--- src/rtl/countdown_timer_ctrl_pkg.sv ---
// Shared types and constants for the countdown timer controller.
// Key bit positions match the debouncer's level-valid key vector.
package timer_pkg;

  typedef enum logic [2:0] {
    SET,
    RUN,
    WARN,
    PAUSE,
    DONE
  } state_e;

  localparam int unsigned KEY_W     = 10;
  localparam int unsigned KEY_INC   = 0;
  localparam int unsigned KEY_DEC   = 1;
  localparam int unsigned KEY_LEFT  = 2;
  localparam int unsigned KEY_RIGHT = 3;
  localparam int unsigned KEY_PAUSE = 4;
  localparam int unsigned KEY_START = 5;
  localparam int unsigned KEY_ABORT = 9;

  function automatic int unsigned pow10(input int unsigned i);
    int unsigned r;
    r = 1;
    for (int unsigned k = 0; k < i; k++) begin
      r = r * 10;
    end
    return r;
  endfunction

endpackage

--- src/rtl/countdown_timer_ctrl_if.sv ---
// Key/mode inputs and display outputs between the debouncer,
// the timer controller and the seven-segment scan block.
interface countdown_timer_ctrl_if
  import timer_pkg::*;
#(
  parameter int unsigned N_DIG = 6,
  parameter int unsigned VAL_W = 20
);

  logic [KEY_W-1:0] key_state;
  logic             count_up;
  logic [N_DIG-1:0] point_position;
  logic [N_DIG-1:0] shank_position;
  logic [VAL_W-1:0] number_to_show;
  logic             warn;
  logic             done;

  modport master (
    output key_state,
    output count_up,
    input  point_position,
    input  shank_position,
    input  number_to_show,
    input  warn,
    input  done
  );

  modport slave (
    input  key_state,
    input  count_up,
    output point_position,
    output shank_position,
    output number_to_show,
    output warn,
    output done
  );

endinterface

--- src/rtl/countdown_timer_ctrl_key_edge_detect.sv ---
// Rising-edge detector for a vector of debounced key levels.
module key_edge_detect #(
  parameter int unsigned W = 10
) (
  input  logic         clk,
  input  logic         rst_n,
  input  logic [W-1:0] i_level,
  output logic [W-1:0] o_rise
);

  logic [W-1:0] r_prev;

  always_ff @(posedge clk or negedge rst_n) begin
    if (!rst_n) begin
      r_prev <= '0;
    end else begin
      r_prev <= i_level;
    end
  end

  assign o_rise = i_level & ~r_prev;

endmodule

--- src/rtl/countdown_timer_ctrl.sv ---
// Timer controller: preset editing, run/warn/pause/done sequencing
// and registered display outputs for the seven-segment scanner.
module countdown_timer_ctrl #(
  parameter int unsigned N_DIG      = 6,
  parameter int unsigned VAL_W      = 20,
  parameter int unsigned MAX_VAL    = 999999,
  parameter int unsigned TICK_DIV   = 10,
  parameter int unsigned WARN_TH    = 300,
  parameter int unsigned POINT_MASK = 0
) (
  input logic                   clk,
  input logic                   rst_n,
  countdown_timer_ctrl_if.slave bus
);
  import timer_pkg::*;

  localparam int unsigned IDX_W =
    (N_DIG > 1) ? $clog2(N_DIG) : 1;
  localparam int unsigned TICK_W =
    (TICK_DIV > 1) ? $clog2(TICK_DIV) : 1;
  localparam logic [IDX_W-1:0] IDX_LAST =
    IDX_W'(N_DIG - 1);
  localparam logic [TICK_W-1:0] TICK_LAST =
    TICK_W'(TICK_DIV - 1);
  localparam logic [VAL_W:0] MAX_EXT =
    (VAL_W + 1)'(MAX_VAL);
  localparam logic [VAL_W-1:0] WARN_V =
    VAL_W'(WARN_TH);

  state_e            r_state;
  state_e            r_ret;
  logic [VAL_W-1:0]  r_preset;
  logic [IDX_W-1:0]  r_idx;
  logic [TICK_W-1:0] r_tick;
  logic [VAL_W-1:0]  r_count;
  logic              r_up;
  logic              r_phase;
  logic [VAL_W-1:0]  r_num;
  logic [N_DIG-1:0]  r_shank;
  logic              r_warn;
  logic              r_done;

  state_e            n_state;
  state_e            n_ret;
  logic [VAL_W-1:0]  n_preset;
  logic [IDX_W-1:0]  n_idx;
  logic [TICK_W-1:0] n_tick;
  logic [VAL_W-1:0]  n_count;
  logic              n_up;
  logic              n_phase;
  logic [VAL_W-1:0]  n_num;
  logic [N_DIG-1:0]  n_shank;
  logic              n_warn;
  logic              n_done;

  logic [KEY_W-1:0]  w_rise;
  logic              w_unused;
  logic              w_inc;
  logic              w_dec;
  logic              w_left;
  logic              w_right;
  logic              w_start;
  logic              w_abort;
  logic              w_pause;
  logic [VAL_W-1:0]  w_wt [N_DIG];
  logic [VAL_W-1:0]  w_cur;
  logic [VAL_W:0]    w_sum;
  logic              w_step;
  logic [TICK_W-1:0] w_tick_nx;
  logic [VAL_W-1:0]  w_cnt_nx;
  logic [VAL_W-1:0]  w_rem_nx;
  logic              w_go;
  logic              w_to_set;

  key_edge_detect #(
    .W (KEY_W)
  ) u_keys (
    .clk     (clk),
    .rst_n   (rst_n),
    .i_level (bus.key_state),
    .o_rise  (w_rise)
  );

  // Reserved keys and the level-only pause key have no edge use.
  assign w_unused = ^{w_rise[8:6], w_rise[KEY_PAUSE]};

  assign w_inc   = w_rise[KEY_INC];
  assign w_dec   = w_rise[KEY_DEC];
  assign w_left  = w_rise[KEY_LEFT];
  assign w_right = w_rise[KEY_RIGHT];
  assign w_start = w_rise[KEY_START];
  assign w_abort = w_rise[KEY_ABORT];
  assign w_pause = bus.key_state[KEY_PAUSE];

  for (genvar g = 0; g < N_DIG; g++) begin : g_wt
    assign w_wt[g] = VAL_W'(pow10(N_DIG - 1 - g));
  end

  assign w_cur = w_wt[r_idx];
  // One spare bit so the saturation test sees past MAX_VAL.
  assign w_sum = {1'b0, r_preset} + {1'b0, w_cur};

  assign w_step    = (r_tick == TICK_LAST);
  assign w_tick_nx = w_step ? '0 : r_tick + 1'b1;
  assign w_cnt_nx  = !w_step ? r_count :
                     r_up    ? r_count + 1'b1 :
                               r_count - 1'b1;
  assign w_rem_nx  = r_up ? r_preset - w_cnt_nx
                          : w_cnt_nx;

  always_comb begin
    n_state  = r_state;
    n_ret    = r_ret;
    n_preset = r_preset;
    n_idx    = r_idx;
    n_tick   = r_tick;
    n_count  = r_count;
    n_up     = r_up;
    n_phase  = r_phase;
    w_go     = 1'b0;
    w_to_set = 1'b0;

    unique case (r_state)
      SET: begin
        if (w_inc && !w_dec) begin
          if (w_sum <= MAX_EXT) begin
            n_preset = w_sum[VAL_W-1:0];
          end
        end else if (w_dec && !w_inc) begin
          if (r_preset >= w_cur) begin
            n_preset = r_preset - w_cur;
          end
        end
        if (w_right && !w_left) begin
          n_idx = (r_idx == IDX_LAST) ? '0
                : r_idx + 1'b1;
        end else if (w_left && !w_right) begin
          n_idx = (r_idx == '0) ? IDX_LAST
                : r_idx - 1'b1;
        end
        w_go = w_start;
      end
      RUN, WARN: begin
        if (w_abort) begin
          w_to_set = 1'b1;
        end else if (w_pause) begin
          n_ret   = r_state;
          n_state = PAUSE;
        end else begin
          n_tick  = w_tick_nx;
          n_count = w_cnt_nx;
          if (r_state == WARN && w_step) begin
            n_phase = ~r_phase;
          end
          if (w_rem_nx == '0) begin
            n_state = DONE;
          end else if (w_rem_nx <= WARN_V) begin
            n_state = WARN;
          end
        end
      end
      PAUSE: begin
        if (w_abort) begin
          w_to_set = 1'b1;
        end else if (!w_pause) begin
          n_state = r_ret;
        end
      end
      DONE: begin
        if (w_abort) begin
          w_to_set = 1'b1;
        end else begin
          w_go = w_start;
        end
      end
      default: begin
        n_state = SET;
      end
    endcase

    if (w_to_set) begin
      n_state = SET;
      n_tick  = '0;
      n_phase = 1'b0;
    end

    if (w_go) begin
      n_up    = bus.count_up;
      n_count = bus.count_up ? '0 : n_preset;
      n_tick  = '0;
      n_phase = 1'b0;
      n_state = (n_preset == '0) ? DONE : RUN;
    end
  end

  always_comb begin
    n_num   = r_num;
    n_shank = r_shank;
    n_warn  = 1'b0;
    n_done  = 1'b0;
    unique case (n_state)
      SET: begin
        n_num   = n_preset;
        n_shank = N_DIG'(1) << n_idx;
      end
      RUN: begin
        n_num   = n_count;
        n_shank = '0;
      end
      WARN: begin
        n_num   = n_count;
        n_shank = {N_DIG{n_phase}};
        n_warn  = 1'b1;
      end
      PAUSE: begin
        n_warn = (n_ret == WARN);
      end
      DONE: begin
        n_num   = n_count;
        n_shank = '1;
        n_done  = 1'b1;
      end
      default: begin
        n_num = r_num;
      end
    endcase
  end

  always_ff @(posedge clk or negedge rst_n) begin
    if (!rst_n) begin
      r_state  <= SET;
      r_ret    <= SET;
      r_preset <= '0;
      r_idx    <= IDX_LAST;
      r_tick   <= '0;
      r_count  <= '0;
      r_up     <= 1'b0;
      r_phase  <= 1'b0;
      r_num    <= '0;
      r_shank  <= '0;
      r_warn   <= 1'b0;
      r_done   <= 1'b0;
    end else begin
      r_state  <= n_state;
      r_ret    <= n_ret;
      r_preset <= n_preset;
      r_idx    <= n_idx;
      r_tick   <= n_tick;
      r_count  <= n_count;
      r_up     <= n_up;
      r_phase  <= n_phase;
      r_num    <= n_num;
      r_shank  <= n_shank;
      r_warn   <= n_warn;
      r_done   <= n_done;
    end
  end

  assign bus.point_position = N_DIG'(POINT_MASK);
  assign bus.number_to_show = r_num;
  assign bus.shank_position = r_shank;
  assign bus.warn           = r_warn;
  assign bus.done           = r_done;

endmodule

--- src/flat_wrapper.sv ---
// flat-port wrapper written by rule: the top's interface ports become plain ports
module countdown_timer_ctrl_flat import timer_pkg::*;
#(
  parameter int unsigned N_DIG      = 6,
  parameter int unsigned VAL_W      = 20,
  parameter int unsigned MAX_VAL    = 999999,
  parameter int unsigned TICK_DIV   = 10,
  parameter int unsigned WARN_TH    = 300,
  parameter int unsigned POINT_MASK = 0
)
  (clk, rst_n, bus_key_state, bus_count_up, bus_point_position, bus_shank_position, bus_number_to_show, bus_warn, bus_done);
  countdown_timer_ctrl_if #(.N_DIG(N_DIG), .VAL_W(VAL_W)) bus_i ();
  input logic clk;
  input logic rst_n;
  input wire logic [$bits(bus_i.key_state)-1:0] bus_key_state;
  input wire logic [$bits(bus_i.count_up)-1:0] bus_count_up;
  output wire logic [$bits(bus_i.point_position)-1:0] bus_point_position;
  output wire logic [$bits(bus_i.shank_position)-1:0] bus_shank_position;
  output wire logic [$bits(bus_i.number_to_show)-1:0] bus_number_to_show;
  output wire logic [$bits(bus_i.warn)-1:0] bus_warn;
  output wire logic [$bits(bus_i.done)-1:0] bus_done;
  assign bus_i.key_state = bus_key_state;
  assign bus_i.count_up = bus_count_up;
  assign bus_point_position = bus_i.point_position;
  assign bus_shank_position = bus_i.shank_position;
  assign bus_number_to_show = bus_i.number_to_show;
  assign bus_warn = bus_i.warn;
  assign bus_done = bus_i.done;
  countdown_timer_ctrl #(.N_DIG(N_DIG), .VAL_W(VAL_W), .MAX_VAL(MAX_VAL), .TICK_DIV(TICK_DIV), .WARN_TH(WARN_TH), .POINT_MASK(POINT_MASK)) u_core (.clk(clk), .rst_n(rst_n), .bus(bus_i));
endmodule
--- config.mk ---
export PLATFORM = sky130hd
export DESIGN_NAME = countdown_timer_ctrl_flat
export DESIGN_NICKNAME = d
export VERILOG_FILES = /design/src/rtl/countdown_timer_ctrl_pkg.sv /design/src/rtl/countdown_timer_ctrl_if.sv /design/src/rtl/countdown_timer_ctrl_key_edge_detect.sv /design/src/rtl/countdown_timer_ctrl.sv /design/src/flat_wrapper.sv
export SDC_FILE = /design/constraint.sdc
export NUM_CORES = 1
export LEC_CHECK = 0
export BUFFER_PORTS_ARGS = -buffer_cell sky130_fd_sc_hd__buf_2
export CORE_ASPECT_RATIO = 1.5
export CORE_MARGIN = 2
export CORE_UTILIZATION = 50
export CTS_CLUSTER_SIZE = 16
export DETAILED_ROUTE_END_ITERATION = 8
export PLACE_DENSITY = 0.73
export SETUP_SLACK_MARGIN = 0.2
export SLEW_MARGIN = 20
export SYNTH_ARGS = -nofsm -noshare
export SYNTH_HDL_FRONTEND = slang
export SYNTH_HIERARCHICAL = 1
export SYNTH_SLANG_ARGS = --single-unit
--- constraint.sdc ---
create_clock -name clk -period 7.7 [get_ports clk]
set_input_delay 0 -clock clk [delete_from_list [all_inputs] [get_ports clk]]
set_output_delay 0 -clock clk [all_outputs]
set_load 0.005 [all_outputs]
==> impl_metrics.yaml, run 1 <==
floorplanning:
  core_sq_um: 18020
  dieWidth_microns: 114.8
  die-height_microns: 170.2
  ios: 47
  die_area_sq_um: 19550
  num_rows: 60
  initial_core_util: 0.5113
clocking:
  cts_sinks: 89
  cts.clk_slew.worst_paths_ns: 0.07
  clk_path_buf_depth: 2
  tritoncts: "yes"
  root_buffer: "clkbuf_16"
  h-tree-depth: 3
  clkLatencyLatePin_ns: 0.35
  cts-buffers-inserted: 9
layout:
  fillers: 1665
  final_cell_mix: "112 x nand2_1, 94 x nor2_1, 89 x a21oi_1"
  antenna_cells: 0
  final_common_cell: "nand2_1"
  drive_above_1_share: 0.1335
  area_delta_synth_final_pct: 9.018
  layout.nets: 1271
  final_core_util: 0.5574
timing:
  maxSlewHeadroom: 0.2740
  period_share: 0.9161
  setup_violations: 0
  hold_ws_ns: 0.1274
  fin_crit_ns: 7.054
  fin_skew_ns: 0.01471
  max_slew.worst_pin.slew_ns: 1.084
  rsz0062_at_grt: "false"
  max_freq_mhz: 141.8
  final_hold_viol_count: 0
  setup_tns_ns: 0
  slew_viol_final: 0
grt:
  grt_max_degree: 62
  antenna_found_initial: 1
  grt_use_total: 0.3002
  grt_pass1_vias: 8704
  grt_pass1_wl_microns: 46070
  gr-total-overflow: 0
detailed_routing:
  via_count: 9358
  drtIter0Drc: 766
  dr.pass1.iters: 7
  drc_errors: 0
  routed_wl_microns: 29240
  viasPerCell: 6.646
  ant_nets: 0
  wl_per_cell_microns: 20.77
job:
  cap_violations: 0
placed_design:
  globalplace.congestion: 0.9403
  io_buffers: 37
  dp_hpwl_microns: 22280
outcome:
  outcome: "complete, no violations"
setup_path:
  cp_data_arrival_time_ns: 7.28
  cp.required_ns: 7.93
  path_max_fanout: 14
  cp-end-kind: "flop"
  start_kind: "flop"
  rrSetupSlack_ns: 0.65
  criticalPathCategory: "flop to flop"
worst_hold_path:
  min_path_type: "input port to asynchronous set/reset pin"
logic_synthesis:
  ys_warn_count: 6
  netlist_instances: 1163
  syn_area_sq_um: 9213
  syn_area_per_cell_sq_um: 7.921
sequential cells by signal, summed over array words and instances, names as in the netlist:
register and cells:
u_core/r_state 3, u_core/r_phase 1, u_core/r_preset 20, u_core/r_ret 3, u_core/r_up 1, u_core/bus.shank_position 6
u_core/bus.done 1, u_core/u_keys/r_prev 6, u_core/r_count 20, u_core/r_tick 4, u_core/r_idx 3, u_core/bus.warn 1
u_core/bus.number_to_show 20
path summary, 6_finish.rpt:
check | startpoint | endpoint | cells after the start
min in group clk | bus_key_state[4] | u_core/r_ret[2] | 3
worst max-delay path | u_core/r_idx[2] | u_core/bus.number_to_show[11] | 21
worst min register to register | u_core/bus.shank_position[2] | u_core/bus.shank_position[2] | 2
worst min-delay path | rst_n | u_core/r_tick[1] | 2
max in group asynchronous | rst_n | u_core/r_preset[3] | 3
worst max register to register | u_core/r_idx[2] | u_core/bus.number_to_show[11] | 21
timing repair:
action	in CTS	in global routing
endpoints found under the setup margin	0	26
endpoints found under the hold margin	35	0
hold buffers	8	0
setup buffers	0	2
resized for setup	0	8
final cells by class:
| cell class | count | area, sq um | share of cell area |
|---|---|---|---|
| clock buffer | 9 | 225.2 | 0.02242 |
| clock inverter | 7 | 61.31 | 0.006104 |
| inverter | 60 | 227.7 | 0.02267 |
| multi-input combinational | 953 | 6534 | 0.6506 |
| sequential | 89 | 2230 | 0.2220 |
| tap | 217 | 271.5 | 0.02703 |
| timing repair buffer | 73 | 494.2 | 0.04921 |
worst max-delay path, stage by stage, from the launching register on:
cell and delay [ns]:
dfstp_2 0.58, clkinv_1 0.28, nor2_1 0.33, nor2_1 0.12, ha_1 0.41, o21ba_2 0.25, o31a_1 0.15, o2111ai_1 0.50
a2111oi_0 0.21, nor3_1 0.29, o21ai_0 0.17, o211a_1 0.18, a21oi_2 0.65, o221ai_1 0.26, buf_4 0.21, nor4_1 0.36
nand3_1 0.14, or4_1 0.59, o211a_1 0.28, maj3_2 0.46, buf_4 0.22, o221a_2 0.27
per-stage QoR:
| step | cell area (sq um) | worst slack [ns] | cells |
|---|---|---|---|
| after floorplan | 9231 | 1.235 | 1168 |
| after global placement | 9614 | 0.5183 | 1382 |
| after detailed placement | 9617 | 0.2903 | 1382 |
| after CTS | 9983 | 0.2376 | 1406 |
| after global routing | 10040 | 0.2482 | 1408 |
| final | 10040 | 0.6462 | 1408 |
routing by layer:
metal / track usage / up-vias / wire length [microns]
met2: 0.5156 / 404 / 14220
met1: 0.3597 / 4452 / 11410
met3: 0.03846 / 115 / 1719
met4: 0.1666 / 0 / 1889
li1: - / 4387 / -
met5: 0 / - / 0
Power of run 1 is left out: the tool's default activity adds up to more than one toggle a clock period on the data nets, which glitch-free logic cannot reach.
==> run 2: changes to the inputs <==
--- a/config.mk
+++ b/config.mk
@@ -9,9 +9,10 @@
 export CORE_ASPECT_RATIO = 1.5
 export CORE_MARGIN = 2
 export CORE_UTILIZATION = 50
+export CTS_BUF_LIST = sky130_fd_sc_hd__clkbuf_4 sky130_fd_sc_hd__clkbuf_8 sky130_fd_sc_hd__clkbuf_16
 export CTS_CLUSTER_SIZE = 16
 export DETAILED_ROUTE_END_ITERATION = 8
-export PLACE_DENSITY = 0.73
+export PLACE_DENSITY = 0.69
 export SETUP_SLACK_MARGIN = 0.2
 export SLEW_MARGIN = 20
 export SYNTH_ARGS = -nofsm -noshare
==> impl_metrics.yaml, run 2 (synthesis results as in run 1) <==
floorplanning:
  core_sq_um: 18020
  initial_core_util: 0.5113
  ios: 47
  die-height_microns: 170.2
  num_rows: 60
  die_area_sq_um: 19550
  dieWidth_microns: 114.8
layout:
  finalInstanceArea_sq_um: 10130
  drive_above_1_share: 0.1437
  regArea_sq_um: 2231
  final_common_cell: "nand2_1"
  layout.nets: 1277
  multiInputGateArea_sq_um: 6553
  final_cell_mix: "112 x nand2_1, 94 x nor2_1, 89 x a21oi_1"
  area_delta_synth_final_pct: 9.942
  fillers: 1699
  antenna_cells: 0
timing:
  max_slew.worst_pin.slew_ns: 0.9514
  rsz0062_at_grt: "false"
  setup_violations: 0
  setup_tns_ns: 0
  period_share: 0.9160
  max_freq_mhz: 141.8
  fin_skew_ns: 0.01281
  fin_crit_ns: 7.053
  final_hold_viol_count: 0
  slew_viol_final: 0
  maxSlewHeadroom: 0.3657
clocking:
  root_buffer: "clkbuf_16"
  clk_path_buf_depth: 2
  tritoncts: "yes"
  cts.clk_slew.worst_paths_ns: 0.07
  cts-buffers-inserted: 9
  cts_sinks: 89
  h-tree-depth: 3
  clkLatencyLatePin_ns: 0.35
placed_design:
  globalplace.congestion: 0.9827
  placed_area_sq_um: 9607
  dp_hpwl_microns: 21980
  io_buffers: 37
setup_path:
  path_max_fanout: 13
  slowest_stage: "fa_1"
  reg2reg_depth: 26
  critPathBufInv: 2
  cp_data_arrival_time_ns: 7.28
  rrSetupSlack_ns: 0.65
  criticalPathCategory: "flop to flop"
  crit_family: "compound AO/OA/AOI/OAI gates"
  cp-end-kind: "flop"
  cp.required_ns: 7.93
  slowest_delay_ns: 0.47
  cp.depth: 26
  start_kind: "flop"
detailed_routing:
  ant_nets: 0
  viasPerCell: 6.527
  drc_errors: 0
  dr.pass1.iters: 5
  wl_per_cell_microns: 20.59
  drtIter0Drc: 837
  routed_wl_microns: 29110
  via_count: 9229
grt:
  grt_max_degree: 67
  grt_pass1_vias: 8662
  gr-total-overflow: 0
  grt_use_total: 0.2958
  antenna_found_initial: 0
  grt_pass1_wl_microns: 45570
job:
  cap_violations: 0
worst_hold_path:
  min_path_type: "input port to asynchronous set/reset pin"
outcome:
  outcome: "complete, no violations"
## run 2: cell types whose count changed in the layout (fill, tap and decap cells not counted), sizes merged
cell / delta
buf: +5
bufinv: +1
clkinvlp: +1
clkbuf: +1
inv: -2
## run 2: metrics by stage
stage                     setup slack [ns]  std cells    util  hold slack [ns]
after floorplan                      1.235       1168       -          -0.2956
after global placement              0.4524       1381  0.5332         -0.07161
after detailed placement            0.3748       1381  0.5332         -0.06990
after CTS                           0.3053       1405  0.5547           0.1080
after global routing                0.2579       1414  0.5622           0.1484
final                               0.6471       1414  0.5622           0.1242
## run 2: cell type report
cell class / instances / share of cell area
repair inverters: 1 / 0.0007412
clock buffers: 10 / 0.02298
flip-flops and latches: 89 / 0.2203
well taps: 217 / 0.02681
inverters: 60 / 0.02285
clock inverters: 6 / 0.007288
multi-input cells: 953 / 0.6469
repair buffers: 78 / 0.05213
## run 2: timing repair
item                                    CTS  global route
setup buffers                             0             8
endpoints found under the hold margin    30             0
endpoints found under the setup margin    0            28
hold buffers                              8             0
resized for setup                         0            15
## run 2: worst paths after layout
kind	startpoint	end
min in group clk	bus_key_state[4]	u_core/r_ret[2]
max reg2reg	u_core/r_up	u_core/bus.number_to_show[6]
max in group asynchronous	rst_n	u_core/r_count[7]
max	u_core/r_up	u_core/bus.number_to_show[6]
min reg2reg	u_core/bus.shank_position[5]	u_core/bus.shank_position[5]
min	rst_n	u_core/u_keys/r_prev[0]
## run 2: layer usage
| metal | track usage | share of wire | routed length [microns] | vias to the layer above |
|---|---|---|---|---|
| met1 | 0.3631 | 0.40 | 11740 | 4366 |
| li1 | - | - | - | 4401 |
| met2 | 0.5153 | 0.49 | 14300 | 361 |
| met4 | 0.1378 | 0.048 | 1395 | 0 |
| met5 | 0 | 0 | 0 | - |
| met3 | 0.03205 | 0.058 | 1680 | 101 |
Power of run 2 is left out for the same reason.
==> run 3: changes to the inputs <==
==> constraint.sdc (replaced) <==
create_clock -name clk -period 6.6 [get_ports clk]
set_input_delay 0 -clock clk [delete_from_list [all_inputs] [get_ports clk]]
set_output_delay 0 -clock clk [all_outputs]
set_load 0.005 [all_outputs]
==> impl_metrics.yaml, run 3 (synthesis results as in run 1) <==
clocking:
  cts_sinks: 89
  clk_path_buf_depth: 2
  root_buffer: "clkbuf_16"
  cts.clk_slew.worst_paths_ns: 0.07
  h-tree-depth: 3
  clkLatencyLatePin_ns: 0.34
  tritoncts: "yes"
  cts-buffers-inserted: 9
timing:
  max_freq_mhz: 157.0
  period_share: 0.9649
  rsz0062_at_grt: "true"
  setup_violations: 0
  fin_ws_ns: 0.2315
  fin_skew_ns: 0.01171
  max_slew.worst_pin.slew_ns: 1.037
  fin_crit_ns: 6.368
  maxSlewHeadroom: 0.3087
  slew_viol_final: 0
  final_hold_viol_count: 0
layout:
  layout.nets: 1358
  final_common_cell: "nand2_1"
  final_core_util: 0.6287
  drive_above_1_share: 0.2387
  area_delta_synth_final_pct: 22.95
  final_cell_mix: "111 x nand2_1, 99 x buf_4, 93 x nor2_1"
  antenna_cells: 0
  finalInstanceArea_sq_um: 11330
setup_path:
  crit_top_cell: "buf_4"
  start_kind: "flop"
  slowest_delay_ns: 0.44
  crit_family: "compound AO/OA/AOI/OAI gates"
  cp.depth: 30
  critPathBufInv: 7
  path_max_fanout: 8
  reg2reg_depth: 30
  slowest_stage: "or3_4"
  cp-end-kind: "flop"
  cp_data_arrival_time_ns: 6.60
  cp.required_ns: 6.83
  criticalPathCategory: "flop to flop"
detailed_routing:
  ant_nets: 0
  routed_wl_microns: 32580
  dr.pass1.iters: 6
  wl_per_cell_microns: 21.79
  via_count: 9775
  drc_errors: 0
  drtIter0Drc: 951
  viasPerCell: 6.538
placed_design:
  place_ws_ns: -0.2523
  io_buffers: 37
  globalplace.congestion: 1.008
  dp_hpwl_microns: 24380
  placed_area_sq_um: 10150
grt:
  grt_pass1_vias: 9092
  grt_pass1_wl_microns: 49020
  antenna_found_initial: 0
  gr-total-overflow: 0
  grt_use_total: 0.3211
  grt_max_degree: 54
floorplanning:
  num_rows: 60
  core_sq_um: 18020
  ios: 47
  die_area_sq_um: 19550
  dieWidth_microns: 114.8
  die-height_microns: 170.2
  initial_core_util: 0.5113
job:
  cap_violations: 0
worst_hold_path:
  min_path_type: "input port to flop"
  holdPathStages: 3
outcome:
  outcome: "complete, no violations"
==> run 3: final cells by class <==
cell class | instances | area (sq um)
Multi-Input combinational cell | 953 | 7003
Fill cell | 1558 | 6690
Sequential cell | 89 | 2230
Timing Repair Buffer | 160 | 1276
Tap cell | 217 | 271.5
Inverter | 60 | 239.0
Clock buffer | 10 | 232.7
Clock inverter | 6 | 75.07
==> run 3: worst paths after layout <==
path                                                    from                             to  slack [ns]
worst max register to register                   u_core/r_up  u_core/bus.number_to_show[17]        0.23
min in group asynchronous                              rst_n        u_core/u_keys/r_prev[0]        0.16
worst min-delay path                        bus_key_state[4]                u_core/r_ret[0]        0.15
max in group asynchronous                              rst_n  u_core/bus.number_to_show[11]        5.32
worst max-delay path                             u_core/r_up  u_core/bus.number_to_show[17]        0.23
worst min register to register  u_core/bus.shank_position[5]   u_core/bus.shank_position[5]        0.51
==> run 3: repair_timing <==
item                                    4_1_cts  5_1_grt
setup buffers                                 6       14
pin swaps                                     2       33
gates cloned                                  0        4
hold buffers                                  8        0
resized for setup                            17       84
endpoints found under the setup margin       28       27
hold endpoints to repair                     43        0
==> run 3: layer usage <==
| metal | global-route usage | wire length (microns) |
|---|---|---|
| met1 | 0.3924 | 12610 |
| met3 | 0.03027 | 1942 |
| met5 | 0 | 0 |
| met2 | 0.5495 | 16070 |
| met4 | 0.1802 | 1958 |
==> run 3: tightest hold or removal path, delay by kind of cell <==
| family | cells | cell delay [ns] |
|---|---|---|
| buffers and inverters | 1 | 0.17 |
| multiplexers | 1 | 0.17 |
| AND/OR/NAND/NOR | 1 | 0.12 |
==> run 3: metrics by stage <==
step | cells | setup TNS [ns] | hold WS (ns)
after CTS | 1477 | 0 | 0.1374
after floorplan | 1168 | 0 | -0.2956
final | 1495 | 0 | 0.1476
after detailed placement | 1447 | -5.563 | -0.009107
after global routing | 1495 | 0 | 0.1636
after global placement | 1447 | -0.02620 | -0.01114
Power of run 3 is left out for the same reason.
